File: src/rtl/dmem_arb_pkg.sv
// Shared constants and types for the data-memory arbiter.
package dmem_arb_pkg;

  localparam int unsigned DEPTH_DEF    = 64;
  localparam int unsigned LOCK_MAX_DEF = 16;

  localparam logic [0:0] StIdle  = 1'b0;
  localparam logic [0:0] StHlock = 1'b1;

  // Round-robin pointer: which requester wins a tie.
  localparam logic PtrCore = 1'b0;
  localparam logic PtrHost = 1'b1;

  // Owner of the read data returning in the next cycle.
  typedef enum logic [1:0] {
    OwnNone = 2'd0,
    OwnCore = 2'd1,
    OwnHost = 2'd2
  } rv_owner_e;

  function automatic int unsigned lock_cnt_w(input int unsigned lock_max);
    return $clog2(lock_max + 1);
  endfunction

endpackage

File: src/rtl/dmem_addr_chk.sv
// Flags a byte address that is misaligned or beyond the last memory word.
module dmem_addr_chk #(
  parameter int unsigned ADDR_W = 32,
  parameter int unsigned DEPTH  = 64
) (
  input  logic [ADDR_W-1:0] addr_i,
  output logic              err_o
);

  localparam logic [ADDR_W:0] Limit = (ADDR_W + 1)'(4 * DEPTH);

  assign err_o = (addr_i[1:0] != 2'b00) || ({1'b0, addr_i} >= Limit);

endmodule

File: src/rtl/dmem_arbiter.sv
// Core/host arbiter for the single-port data memory: round-robin grants, host lock,
// address checking and read-return routing. DMEM_ARB_PERF_EN adds a core stall counter.
module dmem_arbiter
  import dmem_arb_pkg::*;
#(
  parameter int unsigned ADDR_W   = 32,
  parameter int unsigned DATA_W   = 32,
  parameter int unsigned DEPTH    = DEPTH_DEF,
  parameter int unsigned LOCK_MAX = LOCK_MAX_DEF
) (
  input  logic              i_clk,
  input  logic              i_rst,
  input  logic              i_c_req,
  input  logic              i_c_wen,
  input  logic [ADDR_W-1:0] i_c_addr,
  input  logic [DATA_W-1:0] i_c_wdata,
  output logic              o_c_ack,
  output logic              o_c_err,
  output logic              o_c_rvalid,
  input  logic              i_h_req,
  input  logic              i_h_wen,
  input  logic [ADDR_W-1:0] i_h_addr,
  input  logic [DATA_W-1:0] i_h_wdata,
  input  logic              i_h_lock,
  output logic              o_h_ack,
  output logic              o_h_err,
  output logic              o_h_rvalid,
  output logic [DATA_W-1:0] o_rdata,
  output logic              o_d_wen,
  output logic [ADDR_W-1:0] o_d_addr,
  output logic [DATA_W-1:0] o_d_wdata,
`ifdef DMEM_ARB_PERF_EN
  output logic [15:0]       o_c_stall_cnt,
`endif
  input  logic [DATA_W-1:0] i_d_rdata
);

  localparam int unsigned CntW = lock_cnt_w(LOCK_MAX);

  logic            c_err, h_err;
  logic            c_gnt, h_gnt;
  logic [0:0]      state_q, state_d;
  logic            ptr_q, ptr_d;
  logic [CntW-1:0] cnt_q, cnt_d;
  rv_owner_e       owner_q, owner_d;

  dmem_addr_chk #(
    .ADDR_W (ADDR_W),
    .DEPTH  (DEPTH)
  ) u_chk_core (
    .addr_i (i_c_addr),
    .err_o  (c_err)
  );

  dmem_addr_chk #(
    .ADDR_W (ADDR_W),
    .DEPTH  (DEPTH)
  ) u_chk_host (
    .addr_i (i_h_addr),
    .err_o  (h_err)
  );

  // Grants are gated by reset so every output reads 0 while reset is held.
  always_comb begin
    c_gnt = 1'b0;
    h_gnt = 1'b0;
    if (!i_rst) begin
      if (state_q == StHlock) begin
        h_gnt = i_h_req;
      end else if (i_c_req && i_h_req) begin
        c_gnt = (ptr_q == PtrCore);
        h_gnt = (ptr_q == PtrHost);
      end else begin
        c_gnt = i_c_req;
        h_gnt = i_h_req;
      end
    end
  end

  always_comb begin
    state_d = state_q;
    cnt_d   = cnt_q;
    ptr_d   = ptr_q;
    if (c_gnt) ptr_d = PtrHost;
    if (h_gnt) ptr_d = PtrCore;

    if (state_q == StIdle) begin
      if (h_gnt && !h_err && i_h_lock) begin
        state_d = StHlock;
        cnt_d   = CntW'(1);
      end
    end else begin
      cnt_d = cnt_q + CntW'(1);
      if (cnt_q == CntW'(LOCK_MAX)) begin
        // Forced release: the host's access this cycle still goes ahead.
        state_d = StIdle;
        cnt_d   = '0;
        ptr_d   = PtrCore;
      end else if (!i_h_lock && (h_gnt || !i_h_req)) begin
        state_d = StIdle;
        cnt_d   = '0;
      end
    end
  end

  always_comb begin
    owner_d = OwnNone;
    if (c_gnt && !c_err && !i_c_wen) owner_d = OwnCore;
    if (h_gnt && !h_err && !i_h_wen) owner_d = OwnHost;
  end

  always_ff @(posedge i_clk or posedge i_rst) begin
    if (i_rst) begin
      state_q <= StIdle;
      ptr_q   <= PtrCore;
      cnt_q   <= '0;
      owner_q <= OwnNone;
    end else begin
      state_q <= state_d;
      ptr_q   <= ptr_d;
      cnt_q   <= cnt_d;
      owner_q <= owner_d;
    end
  end

  always_comb begin
    o_d_wen   = 1'b0;
    o_d_addr  = '0;
    o_d_wdata = '0;
    if (c_gnt) begin
      o_d_wen   = i_c_wen & ~c_err;
      o_d_addr  = i_c_addr;
      o_d_wdata = i_c_wdata;
    end else if (h_gnt) begin
      o_d_wen   = i_h_wen & ~h_err;
      o_d_addr  = i_h_addr;
      o_d_wdata = i_h_wdata;
    end
  end

  assign o_c_ack    = c_gnt;
  assign o_c_err    = c_gnt & c_err;
  assign o_h_ack    = h_gnt;
  assign o_h_err    = h_gnt & h_err;
  assign o_c_rvalid = (owner_q == OwnCore);
  assign o_h_rvalid = (owner_q == OwnHost);
  assign o_rdata    = (owner_q != OwnNone) ? i_d_rdata : '0;

`ifdef DMEM_ARB_PERF_EN
  logic [15:0] stall_q, stall_d;

  always_comb begin
    stall_d = stall_q;
    if (i_c_req && !c_gnt && (stall_q != 16'hFFFF)) stall_d = stall_q + 16'd1;
  end

  always_ff @(posedge i_clk or posedge i_rst) begin
    if (i_rst) stall_q <= '0;
    else       stall_q <= stall_d;
  end

  assign o_c_stall_cnt = stall_q;
`endif

endmodule

File: config.mk
export PLATFORM = sky130hd
export DESIGN_NAME = dmem_arbiter
export DESIGN_NICKNAME = d
export VERILOG_FILES = /design/src/rtl/dmem_arb_pkg.sv /design/src/rtl/dmem_addr_chk.sv /design/src/rtl/dmem_arbiter.sv
export SDC_FILE = /design/constraint.sdc
export NUM_CORES = 1
export LEC_CHECK = 0
export ABC_CLOCK_PERIOD_IN_PS = 3700
export CAP_MARGIN = 20
export CORE_AREA = 2 2 104 106
export CTS_CLUSTER_DIAMETER = 120
export DETAILED_ROUTE_END_ITERATION = 6
export DIE_AREA = 0 0 106 108
export GPL_TIMING_DRIVEN = 1
export REMOVE_ABC_BUFFERS = 1
export SETUP_SLACK_MARGIN = 0.5
export SKIP_CTS_REPAIR_TIMING = 1
export SLEW_MARGIN = 30
export SYNTH_ARGS = -nofsm -noshare
export SYNTH_HDL_FRONTEND = slang
export SYNTH_SLANG_ARGS = --single-unit
export TNS_END_PERCENT = 100
File: constraint.sdc
create_clock -name i_clk -period 3.7 [get_ports i_clk]
set_input_delay 0.555 -clock i_clk [delete_from_list [all_inputs] [get_ports i_clk]]
set_output_delay 0.555 -clock i_clk [all_outputs]
set_load 0.02 [all_outputs]
==> results.txt <==
- Counting cells, the worst reg-to-reg path comes to 4.
- For this configuration, the core starts out at a cell density of 0.150.
* Run status: finished, final reports clean
- Data arrives at the worst endpoint at approximately 2700 ps.
- Summed area of non-filler cells in the final layout: between 0.004 and 0.005 mm²
- Synth Area per Inst: 7.73 µm²
- On the worst path, the slowest cell contributes a delay of ~650 ps.
- The number of antenna violations at the first check in global routing came to 0.
- After layout, the minimum clock period comes to ~3200 ps.
- Leading cell type in the layout, fill and taps excluded: sky130_fd_sc_hd__clkdlybuf4s50_1
- In the global route stage, overall resource usage came out at 0.155.
* Via count of the first global-routing pass: around 2,800
* Wire length reported by the detailed router: approximately 10,000 µm
- R2R Path Start: state_q
* H-Tree Depth: 1
- Synth warn: 0
- Crit path setup slack, layout: between 400 and 500 ps
* Clock tree from TritonCTS: built
* Vertical extent of the die: 108 µm
* Count of placed standard cells including taps: between 500 and 600
- Number of clock buffers inserted by TritonCTS: 3
- In this run the deepest clock path goes through 2 buffers.
- Summed over all layers, the global routing overflow is 0.
* Worst hold slack: roughly 560 ps
- Dividing total power by cell area gives a power density of approximately 150 mW/mm².
* Setup Viol. Count Final: 0
- After filler insertion, the fill cell instance count of the layout stands at 1,009.
- Critical path required time: ~3100 ps
- Top library cells by usage in the layout, fill and taps aside: sky130_fd_sc_hd__clkdlybuf4s50_1, sky130_fd_sc_hd__a22o_1, sky130_fd_sc_hd__nor2b_1, sky130_fd_sc_hd__dlymetal6s2s_1
- Summing all flip-flop and latch instances after layout gives around 230 µm².
- Capture point of the worst reg-to-reg path: cnt_q[2]
- The tightest min-delay check is of the register to register type.
- Hpwl dp: a little under 9000 µm
- In this run the core area contains 37 standard-cell rows.
- Counting stages on the worst path, the most repeated cell is sky130_fd_sc_hd__clkdlybuf4s50_1.
* Final routed DRC violation total: 0
- The first detailed-routing pass took 4 iterations.
- Worst setup skew after layout: between 1.5 and 2 ps
* Peak VDD IR: around 0.00014 V
- Once placement finished, the instance area stood at approximately 0.0044 mm².
- Routed vias: ~2,700
* Via-per-instance ratio: 4.54
- Share of final-layout standard cells stronger than drive strength 1: 0.0415
* Leakage power figure: ~1.9 nW
- The tree is rooted in a sky130_fd_sc_hd__clkbuf_8.
- Post-Syn Instances: just under 200
- The first global-routing pass estimated roughly 14,000 µm of wire.
- # clock sinks: 9
- In the final routed layout, each cell accounts on average for between 15 and 20 µm.
* Max-cap viol count: 0
- Worst hold path endpoint: cnt_q[1]
- Derived from the worst setup path, the maximum achievable clock frequency is around 310 MHz.
- The core region is around 0.01 mm².
* Post-synth design cell area: 0.00154 mm²
* Sequential element share of the synthesized area: 0.146
- between 200 and 300 I/O pins were placed.
* Routed Antenna Nets: 0
- After the flow finishes, the layout carries non-filler instances totaling a little under 600.
- Setup repair after global routing could not meet its margin everywhere.
- In this run the tightest slew margin relative to its limit is 0.644.
- The die covers between 0.01 and 0.015 mm².
- During placement, the flow inserted port buffers numbering 269.
* Number of diodes: 0
- Summing all multi-input logic gate instances after layout gives ~0.0013 mm².
- In this run the register-to-register setup slack is around 1800 ps.
- Final Core Density: 0.443
- Post-synthesis sequential element count: 9
* Worst-Skew Late Latency: roughly 230 ps
- Critical-path cell list: clkdlybuf4s50_1, nand2b_1, a211oi_4, buf_12, a22o_1, clkdlybuf4s50_1
- Final Cycle Share: 0.866
- The worst setup path is launched from a primary input.
- OpenSTA, run right after detailed placement, puts the worst setup slack at approximately 300 ps.
- Worst hold stages: 1
- The die is between 100 and 150 µm wide.
* Number of hold violations in the final report: 0
* Worst min-delay path startpoint: cnt_q[1]
* Number of DRC markers in iteration 0: 92
* Post-synth cell types: 33
* Pin count of the biggest net entering global routing: 38
- At the end of routability-driven placement, the weighted congestion stood at 0.830.
- For this run, the post-layout net count is approximately 630.
- Slew Limit Fails: 0
- Maximum fanout count along the critical path: 37
- Cell type of the slowest stage on the worst timing path: sky130_fd_sc_hd__clkdlybuf4s50_1
* Kind of critical path: primary input to output port
- Clock-pin slew was measured on the worst setup and hold paths at ~40 ps.
- For the pin with the worst max-slew slack, the measured transition is approximately 530 ps.
- Category of the worst setup path capture point: output port
* Area growth syn-to-layout: 195%
-- metrics by stage --
| step | power (W) | TNS [ps] |
|---|---|---|
| floorplan | 0.000254 | -153230 |
| global placement | 0.000560 | 0 |
| detailed placement | 0.000563 | 0 |
| CTS | 0.000680 | 0 |
| global route | 0.000707 | 0 |
| finish | 0.000676 | 0 |
-- synthesized netlist by cell type --
cell	number	area, µm²
sky130_fd_sc_hd__or3_2	1	7.51
sky130_fd_sc_hd__and2_1	2	12.5
sky130_fd_sc_hd__buf_4	1	7.51
sky130_fd_sc_hd__a22o_2	1	10.0
sky130_fd_sc_hd__a22o_1	63	552
sky130_fd_sc_hd__nor4_1	14	87.6
sky130_fd_sc_hd__nor3b_1	2	15.0
sky130_fd_sc_hd__a211oi_1	1	7.51
sky130_fd_sc_hd__xor2_1	1	8.76
sky130_fd_sc_hd__nor2_1	8	30.0
sky130_fd_sc_hd__or4_1	1	7.51
sky130_fd_sc_hd__a21oi_1	4	20.0
sky130_fd_sc_hd__nand4b_1	1	8.76
sky130_fd_sc_hd__dfrtp_1	9	225
sky130_fd_sc_hd__inv_1	7	26.3
sky130_fd_sc_hd__nand4bb_1	1	11.3
sky130_fd_sc_hd__clkbuf_1	12	45.0
sky130_fd_sc_hd__a31o_1	4	35.0
sky130_fd_sc_hd__a211o_1	2	17.5
sky130_fd_sc_hd__o22ai_1	1	6.26
sky130_fd_sc_hd__and4b_1	1	10.0
sky130_fd_sc_hd__nand4_1	2	12.5
sky130_fd_sc_hd__nand3_1	5	25.0
sky130_fd_sc_hd__nand2_1	3	11.3
sky130_fd_sc_hd__o21ai_0	2	10.0
sky130_fd_sc_hd__ha_1	2	25.0
sky130_fd_sc_hd__nor4b_1	1	8.76
sky130_fd_sc_hd__o31ai_1	1	7.51
sky130_fd_sc_hd__mux2_2	1	11.3
sky130_fd_sc_hd__buf_2	6	30.0
sky130_fd_sc_hd__nand2b_1	4	25.0
sky130_fd_sc_hd__a21o_1	1	7.51
sky130_fd_sc_hd__nor2b_1	34	213
-- power by group --
group	internal, W	total, W	leakage (nW)	switching, W
Clock	0.0000751	0.000115	0.0228	0.0000397
Combinational	0.000285	0.000460	1.77	0.000176
Sequential	0.0000997	0.000101	0.117	0.00000144
Total	0.000459	0.000676	1.91	0.000217
-- metal layers --
metal	global-route usage	vias to the layer above	share of wire
li1	-	1304	-
met1	0.162	1222	0.37
met2	0.307	158	0.52
met3	0.0488	14	0.094
met4	0.0273	0	0.017
met5	0	-	0
-- layout make-up --
type / count / share of cell area
Multi-Input combinational cell: 164 / 0.278
Sequential cell: 9 / 0.0497
Clock buffer: 4 / 0.00994
Timing Repair Buffer: 274 / 0.619
Inverter: 7 / 0.00580
Tap cell: 136 / 0.0376
-- worst max path at each step --
stage	from	to	slack, ps	cells after the start
floorplan	i_rst	o_d_addr[22]	-2330	3
global placement	i_h_addr[16]	o_d_wen	300	6
detailed placement	i_h_addr[16]	o_d_wen	310	6
CTS	i_h_addr[16]	o_d_wen	300	6
global route	i_h_req	o_d_addr[3]	430	6
finish	i_c_req	o_d_addr[3]	500	6
-- logic make-up after synthesis --
logic type | count (synthesis) | share of synthesized area
flip-flops | 9 | 0.146
XOR/XNOR | 1 | 0.00570
adder cells (fa/ha/maj) | 2 | 0.0163
AO/OA/AOI/OAI | 80 | 0.438
buffers and inverters | 26 | 0.0708
multiplexers | 1 | 0.00732
AND/OR/NAND/NOR | 80 | 0.316
-- state kept, by name (all words and copies together), names as in the netlist --
register  cells
cnt_q         5
owner_q       2
ptr_q         1
state_q       1
-- critical path: cells and delay by family --
kind,cells,cell delay (ps)
buffers and inverters,3,1450
and+or+nand+nor,1,130
AOI/OAI and AO/OA,2,480
(Power assumes the default switching activity.)
